===== src/rtl/cordic_rotator.sv =====
// rtl/cordic_rotator.sv - fully pipelined rotation-mode CORDIC, first-quadrant angle to cos/sin in Q1.15
module cordic_rotator #(
  parameter int D_WIDTH = 16,
  parameter int ITER    = D_WIDTH - 1,
  parameter int GUARD   = 3
) (
  input  logic               clk,
  input  logic               rst,
  input  logic [D_WIDTH-1:0] z_tgt,
  output logic [D_WIDTH-1:0] x_out,
  output logic [D_WIDTH-1:0] y_out
);

  localparam int IW = D_WIDTH + GUARD + 2;

  // Pre-scaled by the CORDIC gain so the final vector has unit magnitude.
  localparam logic signed [IW-1:0] X_INIT = IW'(19898 << GUARD);
  localparam logic signed [IW-1:0] RND    = IW'(1 << (GUARD - 1));
  localparam logic signed [IW-1:0] ONE    = IW'(1 << (D_WIDTH - 1));

  function automatic logic signed [IW-1:0] atan_lut(input int idx);
    logic [15:0] a;
    case (idx)
      0:       a = 16'd16384;
      1:       a = 16'd9672;
      2:       a = 16'd5110;
      3:       a = 16'd2594;
      4:       a = 16'd1302;
      5:       a = 16'd652;
      6:       a = 16'd326;
      7:       a = 16'd163;
      8:       a = 16'd81;
      9:       a = 16'd41;
      10:      a = 16'd20;
      11:      a = 16'd10;
      12:      a = 16'd5;
      13:      a = 16'd3;
      14:      a = 16'd1;
      default: a = 16'd0;
    endcase
    return $signed({{(IW-16-GUARD){1'b0}}, a, {GUARD{1'b0}}});
  endfunction

  // Drop guard bits (round half up) and clamp into 0..1.0.
  function automatic logic [D_WIDTH-1:0] to_q15(input logic signed [IW-1:0] v);
    logic signed [IW-1:0] r;
    r = (v + RND) >>> GUARD;
    if (r[IW-1]) begin
      r = '0;
    end else if (r > ONE) begin
      r = ONE;
    end
    return D_WIDTH'(r);
  endfunction

  logic signed [IW-1:0] x_q [ITER];
  logic signed [IW-1:0] y_q [ITER];
  logic signed [IW-1:0] z_q [ITER];
  logic signed [IW-1:0] x_d [ITER];
  logic signed [IW-1:0] y_d [ITER];
  logic signed [IW-1:0] z_d [ITER];

  logic [D_WIDTH-1:0] x_out_q, x_out_d;
  logic [D_WIDTH-1:0] y_out_q, y_out_d;

  logic signed [IW-1:0] xs, ys, zs;
  logic signed [IW-1:0] z_init;

  assign z_init = $signed({{(IW-D_WIDTH-GUARD){1'b0}}, z_tgt, {GUARD{1'b0}}});

  // Stage 0 works straight off the input so the output register is edge ITER.
  always_comb begin
    xs = '0;
    ys = '0;
    zs = '0;
    for (int i = 0; i < ITER; i++) begin
      x_d[i] = '0;
      y_d[i] = '0;
      z_d[i] = '0;
    end
    for (int i = 0; i < ITER; i++) begin
      if (i == 0) begin
        xs = X_INIT;
        ys = '0;
        zs = z_init;
      end else begin
        xs = x_q[i-1];
        ys = y_q[i-1];
        zs = z_q[i-1];
      end
      if (!zs[IW-1]) begin
        x_d[i] = xs - (ys >>> i);
        y_d[i] = ys + (xs >>> i);
        z_d[i] = zs - atan_lut(i);
      end else begin
        x_d[i] = xs + (ys >>> i);
        y_d[i] = ys - (xs >>> i);
        z_d[i] = zs + atan_lut(i);
      end
    end
  end

  always_comb begin
    x_out_d = to_q15(x_q[ITER-1]);
    y_out_d = to_q15(y_q[ITER-1]);
  end

  always_ff @(posedge clk or posedge rst) begin
    if (rst) begin
      for (int i = 0; i < ITER; i++) begin
        x_q[i] <= '0;
        y_q[i] <= '0;
        z_q[i] <= '0;
      end
      x_out_q <= '0;
      y_out_q <= '0;
    end else begin
      for (int i = 0; i < ITER; i++) begin
        x_q[i] <= x_d[i];
        y_q[i] <= y_d[i];
        z_q[i] <= z_d[i];
      end
      x_out_q <= x_out_d;
      y_out_q <= y_out_d;
    end
  end

  assign x_out = x_out_q;
  assign y_out = y_out_q;

endmodule


===== config.mk =====
export PLATFORM = sky130hd
export DESIGN_NAME = cordic_rotator
export DESIGN_NICKNAME = d
export VERILOG_FILES = /design/src/rtl/cordic_rotator.sv
export SDC_FILE = /design/constraint.sdc
export NUM_CORES = 2
export LEC_CHECK = 0
export BUFFER_PORTS_ARGS = -buffer_cell sky130_fd_sc_hd__buf_2
export CORE_UTILIZATION = 45
export DETAILED_ROUTE_END_ITERATION = 10
export PLACE_DENSITY_LB_ADDON = 0.1
export SETUP_SLACK_MARGIN = 0.1
export SYNTH_ARGS = -nofsm -noshare
export SYNTH_HDL_FRONTEND = slang
export SYNTH_SLANG_ARGS = --single-unit

===== constraint.sdc =====
create_clock -name clk -period 25.8 [get_ports clk]
set_input_delay 5.16 -clock clk [delete_from_list [all_inputs] [get_ports clk]]
set_output_delay 5.16 -clock clk [all_outputs]
set_load 0.005 [all_outputs]

Word level (Yosys, flattened, before mapping)
Cells that the tools add are included.

Flip-flop bits (word level): 914. Output and inout port bits: 32. Logic and storage cells: 201.

Add/subtract/negate cells: 83. $lt $le $gt $ge: 2. Muxes and demuxes: 71.

Operators with widths (count): $mux W21 (41); $mux W16 (30); $add A21 B20 Y21 (12); $sub A21 B20 Y21 (12); $add A21 B10 Y21 (2); $add A21 B11 Y21 (2); $add A21 B12 Y21 (2); $add A21 B13 Y21 (2); $add A21 B14 Y21 (2); $add A21 B15 Y21 (2); $add A21 B16 Y21 (2); $add A21 B17 Y21 (2); $add A21 B18 Y21 (2); $add A21 B19 Y21 (2); $add A21 B4 Y21 const B (2); $add A21 B7 Y21 (2); $add A21 B8 Y21 (2); $add A21 B9 Y21 (2); $sub A21 B10 Y21 (2); $sub A21 B11 Y21 (2); $sub A21 B12 Y21 (2); $sub A21 B13 Y21 (2); $sub A21 B14 Y21 (2); $sub A21 B15 Y21 (2); other kinds (13) (21).

Depth between registers and ports, before layout
Word-level depth: 4. Depth in mapped cells: 17.

Least setup slack after synthesis
Ideal clock, no wire load.

Path kind: input to register. Start point: in z_tgt[14]. End point: reg z_q[312] in the netlist's numbering. Setup time: 0.113 ns. Arrival time: 5.475 ns. Required time: 25.687 ns. Slack: 20.213 ns. Stages on the path: 3. Path buffers: 0. Cell sequence: inv_1 ha_1 inv_1.

RTL lines: start: declaration (RTL line 9) `input logic [D_WIDTH-1:0] z_tgt,`; end signal: indexed assignment (RTL line 121) `z_q[i] <= z_d[i];`; end: declaration (RTL line 58) `logic signed [IW-1:0] z_q [ITER];`.

==> impl_metrics.ini <==
[finish]
fin_nets = 7351
fill_cells = 12300
final_layout_size_suffix_gt1_frac = 0.0565
final_common_cell = dfrtp_1
antenna_cells = 0
mostFrequentLayoutCells = 810 x dfrtp_1, 787 x ha_1, 624 x a21oi_1, 621 x xnor2_1, 546 x nor2_1
area_growth_pct = 9.60
stdcell_count = 8351

[synthesis]
synth_top_area_cell = dfrtp_1
async_flop_share = 1.00
yosys.area_share.xor_xnor = 0.130
synthAdderAreaFrac = 0.175
synth_top_area_share = 0.337
ys_warn_count = 0
synth_seq_cells = 810
synth_top_family_by_area = compound AO/OA/AOI/OAI gates
synth_nets = 7264
synth_flop_cell = dfrtp_1
syn_area_sq_um = 60100
ys_seq_area_frac = 0.337
synthCells = 6424
synth_mux_area_frac = 0.0115
synthDistinctLibCells = 105
synth_edf_count = 0
synthTopCellsByArea = dfrtp_1 34%, ha_1 16%, xnor2_1 9.0%, a21oi_1 5.2%, xor2_1 4.0%
synth_simple_gate_area_frac = 0.137
syn-mean-instance-area_sq_um = 9.36
synth_compound_area_frac = 0.182

[setup_path]
startpoint_type = input pin
r2r_start = x_q[285]$_DFF_PP0_
timing.rr.end = x_q[271]$_DFF_PP0_
worst-path-max-fanout = 201
cp_cell_sequence = buf_2, clkinvlp_4, buf_4, buf_12, buf_12, buf_4
end_kind = async pin
critPathKind = in2async
worst_ep_arrival_time_ns = 9.16
ff2ff_path_depth = 15
worstSetupStartpoint = rst
cpMaxStageDelayCell = buf_4
cp.required_ns = 26.48
endpoint = y_q[165]$_DFF_PP0_
reg2reg_slack_ns = 21.29
max_stage_delay_ns = 0.91

[sta]
setup_viol = 0
hold_viol_final = 0
relSlewSlack = 0.253
fin_crit_ns = 8.48
slew_violations = 0
setup_tns_ns = 0
grt_setup_unrepaired = no
post-route-period-util = 0.329
skew_ns = 0.0464
worstMarginPinSlew_ns = 1.10
fmax_mhz = 118
fin_ws_ns = 17.32

[clocking]
clock-sinks = 810
cts_setup_buffers = 0
ctsResizeCount = 0
ctsHtreeMaxLevel = 3
hold_buffers = 0
clk_pin_slew_ns = 0.06
clk_latency_ns = 0.73
cts_tree = yes
clk_path_buf_depth = 3
root_buffer = clkbuf_16
numCtsBuffers = 97

[route]
drc = 0
vias = 45700
detail-route-antenna-nets = 0
drt_iter0_drc = 2853
post_drt_via_cell_ratio = 5.47
drtPass1Iterations = 5
wl_per_cell_um = 16.8
wl_mm = 140

[global_routing]
antenna_found_initial = 1
overflow = 0
grt.total_usage = 0.208
grt_max_degree = 202
grt_pass1_wl_mm = 231
grt_pass1_vias = 44000

[placed_design]
port_buffers = 49
place_hpwl_mm = 110
gp_congestion = 0.881
post-place-ws_ns = 16.30
place_inst = 8167

[floorplanning]
die_h_um = 367
design.die.area_sq_um = 135000
num_io_pins = 50
fp.dieW_um = 367
rows = 133
start_util = 0.455
core_sq_um = 132000

[run]
drv_cap = 0

[hold_path]
hp-class = reg2reg

[run_status]
outcome = complete, no violations
[cell usage after synthesis, types with 42 or more instances]
cell,count
nand2_1,322
xor2_1,272
nor3_1,218
a21oi_1,624
ha_1,787
nor2b_1,96
nand3_1,131
and3_1,55
o21ai_0,260
a211oi_1,52
dfrtp_1,810
o21a_1,98
o21bai_1,65
a21o_1,216
o31ai_1,42
clkbuf_1,55
xnor2_1,621
or3_1,50
nand2b_1,85
a31oi_1,73
inv_1,334
nor2_1,546
[cell families (layout without fill, tap and decap cells)]
family	count (synthesis)	after routing
buffers and inverters	425	597
XOR/XNOR	894	894
flip-flops	810	810
adder cells (fa/ha/maj)	822	822
other	1	1
AO/OA/AOI/OAI	1710	1710
AND/OR/NAND/NOR	1697	1697
multiplexers	65	65
[routing by layer]
layer,vias up,share of wire,GRT usage
li1,23100,-,-
met5,-,0,0
met2,704,0.46,0.343
met1,21800,0.48,0.288
met3,171,0.037,0.0226
met4,0,0.021,0.0568
[critical path: cells and delay by family]
kind                   cells  cell delay (ns)
buffers and inverters      6             3.64
[through the flow]
step | hold slack, ns | util | cell area, sq um
floorplan | 0.331 | - | 60100
global placement | 0.332 | 0.473 | 62400
detailed placement | 0.335 | 0.473 | 62400
CTS | 0.349 | 0.499 | 65900
global route | 0.353 | 0.499 | 65900
finish | 0.347 | 0.499 | 65900
[worst min-delay path by stage]
| stage | cells past startpoint | endpoint | slack (ns) | start |
|---|---|---|---|---|
| floorplan | 0 | z_q[171]$_DFF_PP0_ | 0.33 | z_q[192]$_DFF_PP0_ |
| global placement | 0 | z_q[276]$_DFF_PP0_ | 0.33 | z_q[297]$_DFF_PP0_ |
| detailed placement | 0 | z_q[193]$_DFF_PP0_ | 0.33 | z_q[214]$_DFF_PP0_ |
| CTS | 0 | z_q[193]$_DFF_PP0_ | 0.35 | z_q[214]$_DFF_PP0_ |
| global route | 0 | z_q[276]$_DFF_PP0_ | 0.35 | z_q[297]$_DFF_PP0_ |
| finish | 0 | z_q[193]$_DFF_PP0_ | 0.35 | z_q[214]$_DFF_PP0_ |
[state kept, by name (all words and copies together), names as in the netlist]
signal,flops
z_q,233
x_out,16
xs,21
zs,1
x_q,252
y_out,16
y_q,250
ys,21
[layout make-up]
| class | instances | area (sq um) | area share |
|---|---|---|---|
| Clock buffer | 131 | 2730 | 0.0414 |
| Multi-Input combinational cell | 5189 | 38200 | 0.580 |
| Timing Repair Buffer | 75 | 465 | 0.00707 |
| Tap cell | 1755 | 2200 | 0.0333 |
| Clock inverter | 53 | 733 | 0.0111 |
| Inverter | 338 | 1270 | 0.0193 |
| Sequential cell | 810 | 20300 | 0.308 |
Power is not shown: default switching activity piles up to over one toggle a cycle in this logic, so the estimate is an artifact.
